<file path="src/rtl/lsu_pkg.sv">
// lsu_pkg: shared funct3 codes, LSU state encoding and request legality check
package lsu_pkg;
  localparam logic [2:0] F3_B  = 3'b000;
  localparam logic [2:0] F3_H  = 3'b001;
  localparam logic [2:0] F3_W  = 3'b010;
  localparam logic [2:0] F3_BU = 3'b100;
  localparam logic [2:0] F3_HU = 3'b101;
  typedef enum logic [1:0] {IDLE, REQ, WAIT, RESP} state_t;
  // High for an illegal funct3 or an address not aligned to the access size
  function automatic logic is_misaligned(input logic we, input logic [2:0] funct3, input logic [1:0] b);
    logic ill;
    ill = we ? funct3 > 3'd2 : (funct3 == 3'd3 || funct3 > 3'd5);
    return ill || (funct3[1:0] == 2'b01 && b[0]) || (funct3[1:0] == 2'b10 && b != 2'b00);
  endfunction
endpackage

</file>
<file path="src/rtl/lsu_mem_port_if.sv">
// lsu_mem_port_if: data RAM port bus between the LSU (master) and the RAM (slave)
interface lsu_mem_port_if #(parameter int ADDR_W = 15);
  logic i_mem_valid;
  logic i_mem_ready;
  logic i_mem_we;
  logic [ADDR_W-1:0] i_mem_addr;
  logic [3:0][7:0] i_mem_data;
  logic [3:0] i_mem_mask;
  logic t_mem_valid;
  logic [3:0][7:0] t_mem_data;
  modport master(output i_mem_valid, i_mem_we, i_mem_addr, i_mem_data, i_mem_mask,
                 input i_mem_ready, t_mem_valid, t_mem_data);
  modport slave(input i_mem_valid, i_mem_we, i_mem_addr, i_mem_data, i_mem_mask,
                output i_mem_ready, t_mem_valid, t_mem_data);
endinterface

</file>
<file path="src/rtl/lsu_align.sv">
// lsu_align: byte-lane mask, lane-replicated write data and extended load data
module lsu_align
  import lsu_pkg::*;
(
  input  logic            we,
  input  logic [2:0]      funct3,
  input  logic [1:0]      b,
  input  logic [31:0]     wdata,
  input  logic [3:0][7:0] word,
  output logic [3:0]      mask,
  output logic [3:0][7:0] data,
  output logic [31:0]     rdata
);
  logic [31:0] sh;
  // Lane steering for stores and right-justify plus extend for loads
  always_comb begin
    sh = word >> {b, 3'b000};
    mask = !we ? 4'h0 : funct3[1:0] == 2'b00 ? 4'b0001 << b : funct3[1:0] == 2'b01 ? 4'b0011 << b : 4'hF;
    data = funct3[1:0] == 2'b00 ? {4{wdata[7:0]}} : funct3[1:0] == 2'b01 ? {2{wdata[15:0]}} : wdata;
    rdata = funct3 == F3_B  ? {{24{sh[7]}}, sh[7:0]} :
            funct3 == F3_H  ? {{16{sh[15]}}, sh[15:0]} :
            funct3 == F3_BU ? {24'h0, sh[7:0]} :
            funct3 == F3_HU ? {16'h0, sh[15:0]} : sh;
  end
endmodule

</file>
<file path="src/rtl/lsu_mem_port.sv">
// lsu_mem_port: single-outstanding RISC-V load/store port onto a byte-masked RAM port
module lsu_mem_port
  import lsu_pkg::*;
#(
  parameter int DEPTH  = 8192,
  parameter int ADDR_W = $clog2(DEPTH) + 2
)
(
  input  logic              clk,
  input  logic              rstf,
  input  logic              t_req_valid,
  output logic              t_req_ready,
  input  logic              t_req_we,
  input  logic [2:0]        t_req_funct3,
  input  logic [ADDR_W-1:0] t_req_addr,
  input  logic [31:0]       t_req_wdata,
  output logic              i_rsp_valid,
  input  logic              i_rsp_ready,
  output logic [31:0]       i_rsp_rdata,
  output logic              i_rsp_err,
  lsu_mem_port_if.master    mem
);
  state_t state, nxt;
  logic we_q, err, idle;
  logic [2:0] f3_q;
  logic [1:0] b_q;
  logic [3:0] a_mask;
  logic [3:0][7:0] a_data;
  logic [31:0] a_rdata;
  assign idle = state == IDLE;
  assign t_req_ready = idle;
  assign i_rsp_valid = state == RESP;
  assign mem.i_mem_valid = state == REQ;
  assign err = is_misaligned(t_req_we, t_req_funct3, t_req_addr[1:0]);
  lsu_align u_align (
    .we(t_req_we),
    .funct3(idle ? t_req_funct3 : f3_q),
    .b(idle ? t_req_addr[1:0] : b_q),
    .wdata(t_req_wdata),
    .word(mem.t_mem_data),
    .mask(a_mask),
    .data(a_data),
    .rdata(a_rdata)
  );
  // Transaction sequencing: errors skip the RAM, stores skip the read wait
  always_comb begin
    nxt = state;
    case (state)
      IDLE:    nxt = t_req_valid ? (err ? RESP : REQ) : IDLE;
      REQ:     nxt = mem.i_mem_ready ? (we_q ? RESP : WAIT) : REQ;
      WAIT:    nxt = mem.t_mem_valid ? RESP : WAIT;
      default: nxt = i_rsp_ready ? IDLE : RESP;
    endcase
  end
  // Capture the request on acceptance and the formatted read word in WAIT
  always_ff @(posedge clk) begin
    if (rstf) begin
      state <= IDLE;
      we_q <= 1'b0;
      f3_q <= 3'd0;
      b_q <= 2'd0;
      i_rsp_rdata <= 32'd0;
      i_rsp_err <= 1'b0;
      mem.i_mem_we <= 1'b0;
      mem.i_mem_addr <= '0;
      mem.i_mem_data <= '0;
      mem.i_mem_mask <= 4'd0;
    end else begin
      state <= nxt;
      if (idle && t_req_valid) begin
        we_q <= t_req_we;
        f3_q <= t_req_funct3;
        b_q <= t_req_addr[1:0];
        i_rsp_rdata <= 32'd0;
        i_rsp_err <= err;
        mem.i_mem_we <= t_req_we && !err;
        mem.i_mem_addr <= {t_req_addr[ADDR_W-1:2], 2'b00};
        mem.i_mem_data <= a_data;
        mem.i_mem_mask <= err ? 4'd0 : a_mask;
      end
      if (state == WAIT && mem.t_mem_valid) i_rsp_rdata <= a_rdata;
    end
  end
endmodule

</file>
<file path="src/flat_wrapper.sv">
// flat-port wrapper written by rule: the top's interface ports become plain ports
module lsu_mem_port_flat import lsu_pkg::*;
#(
  parameter int DEPTH  = 8192,
  parameter int ADDR_W = $clog2(DEPTH) + 2
)
  (clk, rstf, t_req_valid, t_req_ready, t_req_we, t_req_funct3, t_req_addr, t_req_wdata, i_rsp_valid, i_rsp_ready, i_rsp_rdata, i_rsp_err, mem_i_mem_valid, mem_i_mem_we, mem_i_mem_addr, mem_i_mem_data, mem_i_mem_mask, mem_i_mem_ready, mem_t_mem_valid, mem_t_mem_data);
  lsu_mem_port_if #(.ADDR_W(ADDR_W)) mem_i ();
  input  logic clk;
  input  logic rstf;
  input  logic t_req_valid;
  output logic t_req_ready;
  input  logic t_req_we;
  input  logic [2:0] t_req_funct3;
  input  logic [ADDR_W-1:0] t_req_addr;
  input  logic [31:0] t_req_wdata;
  output logic i_rsp_valid;
  input  logic i_rsp_ready;
  output logic [31:0] i_rsp_rdata;
  output logic i_rsp_err;
  output wire logic [$bits(mem_i.i_mem_valid)-1:0] mem_i_mem_valid;
  output wire logic [$bits(mem_i.i_mem_we)-1:0] mem_i_mem_we;
  output wire logic [$bits(mem_i.i_mem_addr)-1:0] mem_i_mem_addr;
  output wire logic [$bits(mem_i.i_mem_data)-1:0] mem_i_mem_data;
  output wire logic [$bits(mem_i.i_mem_mask)-1:0] mem_i_mem_mask;
  input wire logic [$bits(mem_i.i_mem_ready)-1:0] mem_i_mem_ready;
  input wire logic [$bits(mem_i.t_mem_valid)-1:0] mem_t_mem_valid;
  input wire logic [$bits(mem_i.t_mem_data)-1:0] mem_t_mem_data;
  assign mem_i_mem_valid = mem_i.i_mem_valid;
  assign mem_i_mem_we = mem_i.i_mem_we;
  assign mem_i_mem_addr = mem_i.i_mem_addr;
  assign mem_i_mem_data = mem_i.i_mem_data;
  assign mem_i_mem_mask = mem_i.i_mem_mask;
  assign mem_i.i_mem_ready = mem_i_mem_ready;
  assign mem_i.t_mem_valid = mem_t_mem_valid;
  assign mem_i.t_mem_data = mem_t_mem_data;
  lsu_mem_port #(.DEPTH(DEPTH), .ADDR_W(ADDR_W)) u_core (.clk(clk), .rstf(rstf), .t_req_valid(t_req_valid), .t_req_ready(t_req_ready), .t_req_we(t_req_we), .t_req_funct3(t_req_funct3), .t_req_addr(t_req_addr), .t_req_wdata(t_req_wdata), .i_rsp_valid(i_rsp_valid), .i_rsp_ready(i_rsp_ready), .i_rsp_rdata(i_rsp_rdata), .i_rsp_err(i_rsp_err), .mem(mem_i));
endmodule
</file>
<file path="config.mk">
export PLATFORM = sky130hd
export DESIGN_NAME = lsu_mem_port_flat
export DESIGN_NICKNAME = d
export VERILOG_FILES = /design/src/rtl/lsu_pkg.sv /design/src/rtl/lsu_mem_port_if.sv /design/src/rtl/lsu_align.sv /design/src/rtl/lsu_mem_port.sv /design/src/flat_wrapper.sv
export SDC_FILE = /design/constraint.sdc
export NUM_CORES = 1
export LEC_CHECK = 0
export CAP_MARGIN = 20
export CORE_ASPECT_RATIO = 1.2
export CORE_UTILIZATION = 47
export CTS_CLUSTER_SIZE = 28
export DETAILED_ROUTE_END_ITERATION = 8
export PLACE_DENSITY_LB_ADDON = 0.05
export SKIP_CTS_REPAIR_TIMING = 1
export SLEW_MARGIN = 20
export SYNTH_ARGS = -nofsm -noshare
export SYNTH_HDL_FRONTEND = slang
export SYNTH_SLANG_ARGS = --single-unit
</file>
<file path="constraint.sdc">
create_clock -name clk -period 4.4 [get_ports clk]
set_clock_uncertainty 0.15 [all_clocks]
set_input_delay 0.88 -clock clk [delete_from_list [all_inputs] [get_ports clk]]
set_output_delay 0.88 -clock clk [all_outputs]
set_load 0.02 [all_outputs]
</file>
==> key figures, run 1 <==
Power
  • Switching Fraction: 0.3355
  • Clock network power share: 0.275
  • Cell Pwr Density: 378.8 nW/um^2
  • Flop pwr share: 0.393
  • Worst IR Drop VDD: 0.2441 mV
  • Sw power: 804.6 uW
  • Share of total power in combinational logic: 0.332
  • Leakage power: 2.303 nW
  • Internal power: 1.593 mW

Synthesis
  • Post-Syn Area: 4333 um^2
  • Cell variety after synth: 58
  • Yosys warning total: 0
  • Top FF cell, synth: dfxtp_1
  • Synth Area per Inst: 8.160 um^2
  • Sequential fraction of the synthesis area: 0.4204
  • Synth top area share: 0.4204
  • Syn Inst Count: 531
  • #FFs+latches synth: 91
  • Largest area contributor in the netlist: dfxtp_1
  • Post-synth EDFFs: 0
  • Post-synthesis async set-or-reset flop share: 0
  • Largest cells by area after synthesis: dfxtp_1, nand2_1, a21oi_1, o21ai_0, mux4_2

Critical path
  • Critical path class: in -> reg
  • CP max-delay cell: or4_1
  • Crit-path max cell delay: 0.62 ns
  • Required time of the critical path: 4.54 ns
  • Critical Path AT: 3.24 ns
  • FF-to-FF path depth: 7
  • Crit path launch type: primary input
  • Critical path capture point type: flop
  • Crit-path cells: clkdlybuf4s50_1 -> or4_1 -> o31a_1 -> nor2_1 -> nand4_1 -> o41a_1 -> a21oi_1
  • Largest fanout on the critical path: 13

Routing
  • DR iter-0 viols: 366
  • Met2 WL post-DR: 6801 um
  • DRC errors left: 0
  • Routed wl met3: 1309 um
  • Mean routed wirelength per cell: 17.02 um
  • Drt first pass iters: 7
  • Vias per inst: 5.660
  • Via total after detailed routing: 4,568
  • DR top layer: met4
  • ANT nets after route: 0
  • Met1 wire length: 5234 um
  • Post-Route WL: 13,730 um

Timing
  • Crit share post-route: 0.7036
  • Fmax: 323.0 MHz
  • Final Setup Violations: 0
  • Final WS setup: 1.304 ns
  • Setup TNS: 0 ns
  • Minimum clock period: 3.096 ns
  • RSZ-0062 raised after global routing: false
  • Measured slew at the worst slew-check pin: 0.9023 ns
  • Final Slew Violations: 0
  • Hold Slack: 0.3064 ns
  • Max-slew headroom: 0.3945
  • Hold Violations, Final: 0

GRT
  • Antenna violations before repair: 0
  • Vias in the first global route: 4,245
  • Largest net degree at the start of global routing: 70
  • GR Overflow Total: 0
  • GRT Total Usage: 0.2848
  • First-pass GRT wire length: 20,890 um

Die
  • Initial Utilization: 0.4822
  • I/O pin count: 177
  • Die Ht: 107.2 um
  • Core area: 8986 um^2
  • Die Footprint: 9609 um^2
  • Die width: 89.65 um
  • Site Rows: 38

Clock tree
  • Clk slew on worst S/H paths: 0.09 ns
  • Worst-Skew Late Latency: 0.37 ns
  • Clock Tree Buf Depth: 2
  • CTS sink cnt: 91
  • CTS tree: yes
  • Total CTS buffers: 9
  • Clk root buf: clkbuf_8
  • H-tree depth: 3

Layout
  • Fill count: 712
  • Layout cell share with drive strength beyond 1: 0.06841
  • Post-route non-filler standard cell count: 807
  • Final nets: 775
  • Area delta synth->final: 46.09%
  • Highest-count cells in the layout ignoring fill and taps: clkdlybuf4s50_1, nand2_1, dfxtp_1
  • N_diodes: 0
  • Most common cell after layout, fill and taps aside: clkdlybuf4s50_1

Hold path
  • Worst Hold Class: reg -> reg
  • Hold Path Depth: 2

Job
  • # Max-Cap Violations: 0

Placed design
  • Place WS: 0.9774 ns
  • DP HPWL: 9704 um
  • Placed insts: 791
  • Port bufs: 174
  • Placer Congestion: 0.8931

Run status
  • Status: finished clean
## per-stage QoR
step / area (um^2) / power (mW) / utilization
after floorplan: 4337 / 1.423 / -
after global placement: 6095 / 1.735 / 0.6782
after detailed placement: 6095 / 1.748 / 0.6782
after CTS: 6330 / 2.401 / 0.7044
after global routing: 6330 / 2.506 / 0.7044
final: 6330 / 2.398 / 0.7044
## sequential cells by signal, indices dropped and copies added (netlist names), 2 cells and up
signal                 flops
u_core.mem.i_mem_mask      4
u_core.mem.i_mem_addr     13
u_core.b_q                 2
u_core.i_rsp_rdata        32
u_core.mem.i_mem_data     32
u_core.f3_q                3
u_core.state               2
## power by group through the flow
stage,Clock (mW),Combinational (mW),Sequential (mW)
after global routing,0.695,0.860,0.951
after detailed placement,0,0.789,0.959
final,0.661,0.796,0.941
after global placement,0,0.779,0.956
after CTS,0.667,0.793,0.941
after floorplan,0,0.401,1.02
## per-layer routing
metal,vias to the layer above,track usage
met5,-,0
met4,0,0.1417
met3,31,0.08083
met2,236,0.4773
met1,2109,0.3248
li1,2192,-
## kinds of logic after synthesis
| family | Yosys count | synth area share |
|---|---|---|
| simple gates | 203 | 0.2001 |
| flops | 91 | 0.4204 |
| buf+inv | 48 | 0.05140 |
| mux | 20 | 0.06988 |
| other cells | 1 | 0.0008655 |
| compound gates | 164 | 0.2457 |
| fa+ha+maj | 4 | 0.01155 |
## final timing paths
path	from	to	slack, ns
setup / recovery	t_req_funct3[1]	u_core.i_rsp_rdata[26]$_SDFFE_PP0P_	1.30
hold / removal	u_core.i_rsp_rdata[12]$_SDFFE_PP0P_	u_core.i_rsp_rdata[12]$_SDFFE_PP0P_	0.31
setup reg to reg	u_core.state[0]$_SDFF_PP0_	u_core.i_rsp_rdata[15]$_SDFFE_PP0P_	1.58
hold reg to reg	u_core.i_rsp_rdata[12]$_SDFFE_PP0P_	u_core.i_rsp_rdata[12]$_SDFFE_PP0P_	0.31
## cells in the mapped netlist (all sizes together), types with 2 or more instances
master  number
mux2i       11
nand3       12
o21a         2
inv          5
clkbuf      26
nor3b        2
a32oi        3
a21oi       52
a31oi       17
or4          2
ha           4
mux4         7
or3b         2
a221oi       9
and2         5
mux2         2
a22oi       10
dfxtp       91
nand2b       2
a211oi      16
a222oi       8
nand2      127
nor3         3
nor2        40
o21ai       37
buf         16
## area by class of cell
class / count / area, um^2 / share of cell area
multi-input combinational: 393 / 2307 / 0.3645
sequential: 91 / 1822 / 0.2878
timing repair buffer: 182 / 1797 / 0.2839
clock buffer: 11 / 151.4 / 0.02392
tap: 120 / 150.1 / 0.02372
clock inverter: 5 / 83.83 / 0.01324
inverter: 5 / 18.77 / 0.002965
## worst max-delay path: cells and delay by family
family / cells / cell delay, ns
buffers and inverters: 1 / 0.53
and+or+nand+nor: 3 / 1.11
AOI/OAI and AO/OA: 3 / 0.72
(Power assumes the default switching activity.)
==> run 2: changes to the inputs <==
--- a/config.mk
+++ b/config.mk
@@ -7,7 +7,7 @@
 export LEC_CHECK = 0
 export CAP_MARGIN = 20
 export CORE_ASPECT_RATIO = 1.2
-export CORE_UTILIZATION = 47
+export CORE_UTILIZATION = 43
 export CTS_CLUSTER_SIZE = 28
 export DETAILED_ROUTE_END_ITERATION = 8
 export PLACE_DENSITY_LB_ADDON = 0.05
==> constraint.sdc (replaced) <==
create_clock -name clk -period 2.9 [get_ports clk]
set_clock_uncertainty 0.15 [all_clocks]
set_input_delay 0.58 -clock clk [delete_from_list [all_inputs] [get_ports clk]]
set_output_delay 0.58 -clock clk [all_outputs]
set_load 0.02 [all_outputs]
==> key figures, run 2 (synthesized netlist as in run 1, its figures left out) <==
Critical path
  • Critical Path AT: 2.71 ns
  • CP max-delay cell: clkdlybuf4s50_1
  • Worst Setup SP: t_req_addr[1]
  • Largest fanout on the critical path: 6
  • FF-to-FF path depth: 7
  • Crit path capture: u_core.i_rsp_rdata[19]$_SDFFE_PP0P_
  • Critical path capture point type: flop
  • Crit-path cells: clkdlybuf4s50_1 -> nor3b_1 -> o21ai_1 -> a211o_1 -> a31oi_2 -> o21ai_0 -> a31oi_1
  • Reg2Reg Setup Slack: 0.43 ns
  • Required time of the critical path: 3.01 ns
  • Crit path launch type: primary input
  • Reg2reg end: u_core.i_rsp_rdata[13]$_SDFFE_PP0P_
  • Critical path class: in -> reg
  • Critical R2R Launch: u_core.state[1]$_SDFF_PP0_
  • Crit-path max cell delay: 0.54 ns

Power
  • Total power: 3.900 mW
  • Cell Pwr Density: 588.1 nW/um^2
  • Leakage power: 2.479 nW
  • Worst IR Drop VDD: 0.3231 mV

Run status
  • Status: finished clean

Die
  • Site Rows: 39
  • Die width: 93.64 um
  • I/O pin count: 177
  • Die Footprint: 10,480 um^2
  • Initial Utilization: 0.4485
  • Die Ht: 112.0 um
  • Core area: 9662 um^2

Timing
  • Final Slew Violations: 0
  • RSZ-0062 raised after global routing: false
  • Minimum clock period: 2.592 ns
  • Hold Slack: 0.3030 ns
  • Hold Violations, Final: 0
  • Crit share post-route: 0.8939
  • Setup TNS: 0 ns
  • Max-slew headroom: 0.6318
  • Measured slew at the worst slew-check pin: 0.5524 ns
  • Final Setup Violations: 0
  • Fmax: 385.8 MHz

Clock tree
  • CTS sink cnt: 91
  • Worst-Skew Late Latency: 0.34 ns
  • CTS tree: yes
  • Total CTS buffers: 9
  • Clock Tree Buf Depth: 2
  • Clk root buf: clkbuf_16
  • H-tree depth: 3
  • Clk slew on worst S/H paths: 0.06 ns

GRT
  • Vias in the first global route: 4,487
  • Antenna violations before repair: 0
  • Largest net degree at the start of global routing: 76
  • GRT Total Usage: 0.2800
  • GR Overflow Total: 0
  • First-pass GRT wire length: 22,550 um

Routing
  • Drt first pass iters: 5
  • Routed wl met3: 1126 um
  • Post-Route WL: 14,370 um
  • Mean routed wirelength per cell: 17.17 um
  • Met2 WL post-DR: 7379 um
  • DR iter-0 viols: 244
  • Via total after detailed routing: 4,622
  • DR top layer: met4
  • Vias per inst: 5.522
  • Met1 wire length: 5435 um
  • ANT nets after route: 0
  • DRC errors left: 0

Hold path
  • Worst Hold Class: reg -> reg

Placed design
  • DP HPWL: 10,760 um
  • Placer Congestion: 0.8983
  • Port bufs: 174

Job
  • # Max-Cap Violations: 0

Layout
  • Most common cell after layout, fill and taps aside: clkdlybuf4s50_1
  • Area delta synth->final: 53.08%
  • Highest-count cells in the layout ignoring fill and taps: clkdlybuf4s50_1, nand2_1, dfxtp_1
  • Layout cell share with drive strength beyond 1: 0.1022
  • Biggest registers after layout: u_core.i_rsp_rdata x32, u_core.mem.i_mem_data x32, u_core.mem.i_mem_addr x13
  • Final nets: 802
  • N_diodes: 0
## run 2: cell types whose count changed in the layout (fill, tap and decap cells not counted), sizes merged
| cell | previous run | this run |
|---|---|---|
| buf | 9 | 36 |
| clkinv | 0 | 3 |
| bufinv | 2 | 1 |
| clkbuf | 11 | 10 |
| clkinvlp | 2 | 1 |
## run 2: worst min path at each step
stage | startpoint | endpoint | slack (ns) | cells after the start
6_report | u_core.i_rsp_rdata[12]$_SDFFE_PP0P_ | u_core.i_rsp_rdata[12]$_SDFFE_PP0P_ | 0.30 | 2
5_1_grt | u_core.mem.i_mem_addr[13]$_SDFFE_PP0P_ | u_core.mem.i_mem_addr[13]$_SDFFE_PP0P_ | 0.32 | 2
4_1_cts | u_core.i_rsp_rdata[8]$_SDFFE_PP0P_ | u_core.i_rsp_rdata[8]$_SDFFE_PP0P_ | 0.30 | 2
3_5_place_dp | u_core.i_rsp_rdata[12]$_SDFFE_PP0P_ | u_core.i_rsp_rdata[12]$_SDFFE_PP0P_ | 0.29 | 2
3_3_place_gp | u_core.i_rsp_rdata[14]$_SDFFE_PP0P_ | u_core.i_rsp_rdata[14]$_SDFFE_PP0P_ | 0.29 | 2
2_1_floorplan | u_core.we_q$_SDFFE_PP0P_ | u_core.we_q$_SDFFE_PP0P_ | 0.29 | 2
## run 2: metal layers
layer	vias up	global-route usage
met1	2146	0.2997
met2	193	0.4971
met4	0	0.1272
met5	-	0
met3	26	0.08675
li1	2257	-
## run 2: cell type report
class | count | area, um^2
Clock inverter | 6 | 65.06
Timing Repair Buffer | 209 | 2037
Clock buffer | 10 | 229.0
Sequential cell | 91 | 1822
Inverter | 5 | 18.77
Fill cell | 815 | 3029
Multi-Input combinational cell | 393 | 2307
Tap cell | 123 | 153.9
## run 2: worst max-delay path: cells and delay by family
kind            cells  cell delay (ns)
compound gates      5             1.19
buf+inv             1             0.54
simple gates        1             0.39
## run 2: report_power, final
part / switching [mW] / internal [mW]
combinational: 0.715 / 0.608
clock: 0.491 / 0.670
sequential: 0.0619 / 1.35
## run 2: per-stage QoR
step                      worst slack [ns]  area, um^2    util  instances
after floorplan                     0.6331        4337       -        532
after global placement             0.04527        6339  0.6560        821
after detailed placement          0.006095        6339  0.6560        821
after CTS                           0.3013        6633  0.6865        837
after global routing                0.1161        6633  0.6865        837
final                               0.3077        6633  0.6865        837
==> run 3: changes to the inputs <==
--- a/config.mk
+++ b/config.mk
@@ -7,9 +7,10 @@
 export LEC_CHECK = 0
 export CAP_MARGIN = 20
 export CORE_ASPECT_RATIO = 1.2
-export CORE_UTILIZATION = 43
+export CORE_UTILIZATION = 47
 export CTS_CLUSTER_SIZE = 28
 export DETAILED_ROUTE_END_ITERATION = 8
+export GPL_TIMING_DRIVEN = 1
 export PLACE_DENSITY_LB_ADDON = 0.05
 export SKIP_CTS_REPAIR_TIMING = 1
 export SLEW_MARGIN = 20
==> constraint.sdc (replaced) <==
create_clock -name clk -period 3.3 [get_ports clk]
set_clock_uncertainty 0.15 [all_clocks]
set_input_delay 0.66 -clock clk [delete_from_list [all_inputs] [get_ports clk]]
set_output_delay 0.66 -clock clk [all_outputs]
set_load 0.02 [all_outputs]
==> key figures, run 3 (synthesized netlist as in run 1, its figures left out) <==
Die
  • Die Footprint: 9609 um^2
  • Die Ht: 107.2 um
  • I/O pin count: 177
  • Core area: 8986 um^2
  • Die width: 89.65 um
  • Site Rows: 38
  • Initial Utilization: 0.4822

Routing
  • DR iter-0 viols: 318
  • Via total after detailed routing: 4,633
  • Drt first pass iters: 5
  • Mean routed wirelength per cell: 17.23 um
  • Met2 WL post-DR: 6930 um
  • Routed wl met3: 1246 um
  • DR top layer: met4
  • ANT nets after route: 0
  • Post-Route WL: 14,040 um
  • Met1 wire length: 5319 um
  • Vias per inst: 5.685
  • DRC errors left: 0

Timing
  • Final Slew Violations: 0
  • RSZ-0062 raised after global routing: false
  • Measured slew at the worst slew-check pin: 0.7972 ns
  • Final Setup Violations: 0
  • Final WS setup: 0.2307 ns
  • Fmax: 325.8 MHz
  • Minimum clock period: 3.069 ns
  • Crit share post-route: 0.9301
  • Max-slew headroom: 0.4680
  • Hold Violations, Final: 0

Layout
  • Final core utilization: 0.7114
  • N_diodes: 0
  • Layout cell share with drive strength beyond 1: 0.07770
  • Sequential Area: 1822 um^2
  • Most common cell after layout, fill and taps aside: clkdlybuf4s50_1
  • Biggest registers after layout: u_core.i_rsp_rdata x32, u_core.mem.i_mem_data x32, u_core.mem.i_mem_addr x13
  • Final nets: 783
  • Area delta synth->final: 47.53%
  • Highest-count cells in the layout ignoring fill and taps: clkdlybuf4s50_1, nand2_1, dfxtp_1
  • Fill count: 739
  • Area of the multi-input gates: 2307 um^2

Power
  • Leakage power: 2.340 nW
  • Worst IR Drop VDD: 0.2432 mV
  • Cell Pwr Density: 499.0 nW/um^2

Hold path
  • Hold Path Depth: 2
  • Hold Crit Endpoint: u_core.mem.i_mem_data[3]$_SDFFE_PP0P_
  • Worst Hold Class: reg -> reg
  • Hold Path Origin: u_core.mem.i_mem_data[3]$_SDFFE_PP0P_

Clock tree
  • Total CTS buffers: 9
  • H-tree depth: 3
  • CTS tree: yes
  • CTS sink cnt: 91
  • Clk root buf: clkbuf_8
  • Clock Tree Buf Depth: 2
  • Clk slew on worst S/H paths: 0.09 ns
  • Worst-Skew Late Latency: 0.36 ns

Critical path
  • Critical R2R Launch: u_core.state[1]$_SDFF_PP0_
  • Reg2Reg Setup Slack: 0.42 ns
  • Largest fanout on the critical path: 18
  • FF-to-FF path depth: 9
  • Critical path capture point type: flop
  • Reg2reg end: u_core.mem.i_mem_mask[3]$_SDFFE_PP0P_
  • Crit path launch type: primary input
  • Critical Path AT: 3.16 ns
  • Required time of the critical path: 3.39 ns
  • Critical path class: in -> reg

GRT
  • Largest net degree at the start of global routing: 74
  • GRT Total Usage: 0.2946
  • GR Overflow Total: 0
  • Antenna violations before repair: 0
  • First-pass GRT wire length: 21,610 um
  • Vias in the first global route: 4,431

Placed design
  • DP HPWL: 10,190 um
  • Place WS: -0.08384 ns
  • Placer Congestion: 0.8677
  • Port bufs: 174

Job
  • # Max-Cap Violations: 0

Run status
  • Status: finished clean
-- run 3: worst max path at each step --
stage,from,end,slack (ns)
CTS,t_req_addr[1],u_core.mem.i_mem_mask[3]$_SDFFE_PP0P_,0.30
finish,t_req_addr[1],u_core.mem.i_mem_mask[3]$_SDFFE_PP0P_,0.23
global placement,t_req_addr[1],u_core.mem.i_mem_mask[3]$_SDFFE_PP0P_,0.01
detailed placement,t_req_addr[1],u_core.mem.i_mem_mask[3]$_SDFFE_PP0P_,-0.08
floorplan,t_req_addr[1],u_core.i_rsp_rdata[26]$_SDFFE_PP0P_,1.0
global route,t_req_addr[1],u_core.mem.i_mem_mask[3]$_SDFFE_PP0P_,0.04
-- run 3: power by group --
part,leakage (nW),internal [mW],switching (mW)
logic,1.49,0.483,0.606
clock network,0.106,0.450,0.404
registers,0.744,1.19,0.0576
-- run 3: critical path: stages --
cell,delay [ns]
clkdlybuf4s50_1,0.42
nor3b_1,0.18
nor2_2,0.65
inv_1,0.48
ha_1,0.33
nor2_1,0.10
a21oi_1,0.05
a22oi_1,0.22
nor2_1,0.07
-- run 3: area by class of cell --
| type | count | share of cell area |
|---|---|---|
| multi-input combinational | 393 | 0.3609 |
| timing repair buffer | 190 | 0.2924 |
| sequential | 91 | 0.2850 |
| tap | 120 | 0.02349 |
| clock buffer | 11 | 0.02212 |
| clock inverter | 5 | 0.01311 |
| inverter | 5 | 0.002936 |
-- run 3: per-layer routing --
metal / vias to the layer above / GRT usage
li1: 2226 / -
met1: 2164 / 0.3345
met2: 208 / 0.4946
met3: 35 / 0.07698
met4: 0 / 0.1576
met5: - / 0
-- run 3: metrics by stage --
| stage | instances | power (mW) | setup TNS, ns | instance area, um^2 | hold slack, ns |
|---|---|---|---|---|---|
| after floorplan | 532 | 1.898 | 0 | 4337 | 0.2867 |
| after global placement | 799 | 2.333 | 0 | 6167 | 0.2917 |
| after detailed placement | 799 | 2.352 | -0.08384 | 6167 | 0.2988 |
| after CTS | 815 | 3.199 | 0 | 6392 | 0.3101 |
| after global routing | 815 | 3.345 | 0 | 6392 | 0.3265 |
| final | 815 | 3.190 | 0 | 6392 | 0.3073 |
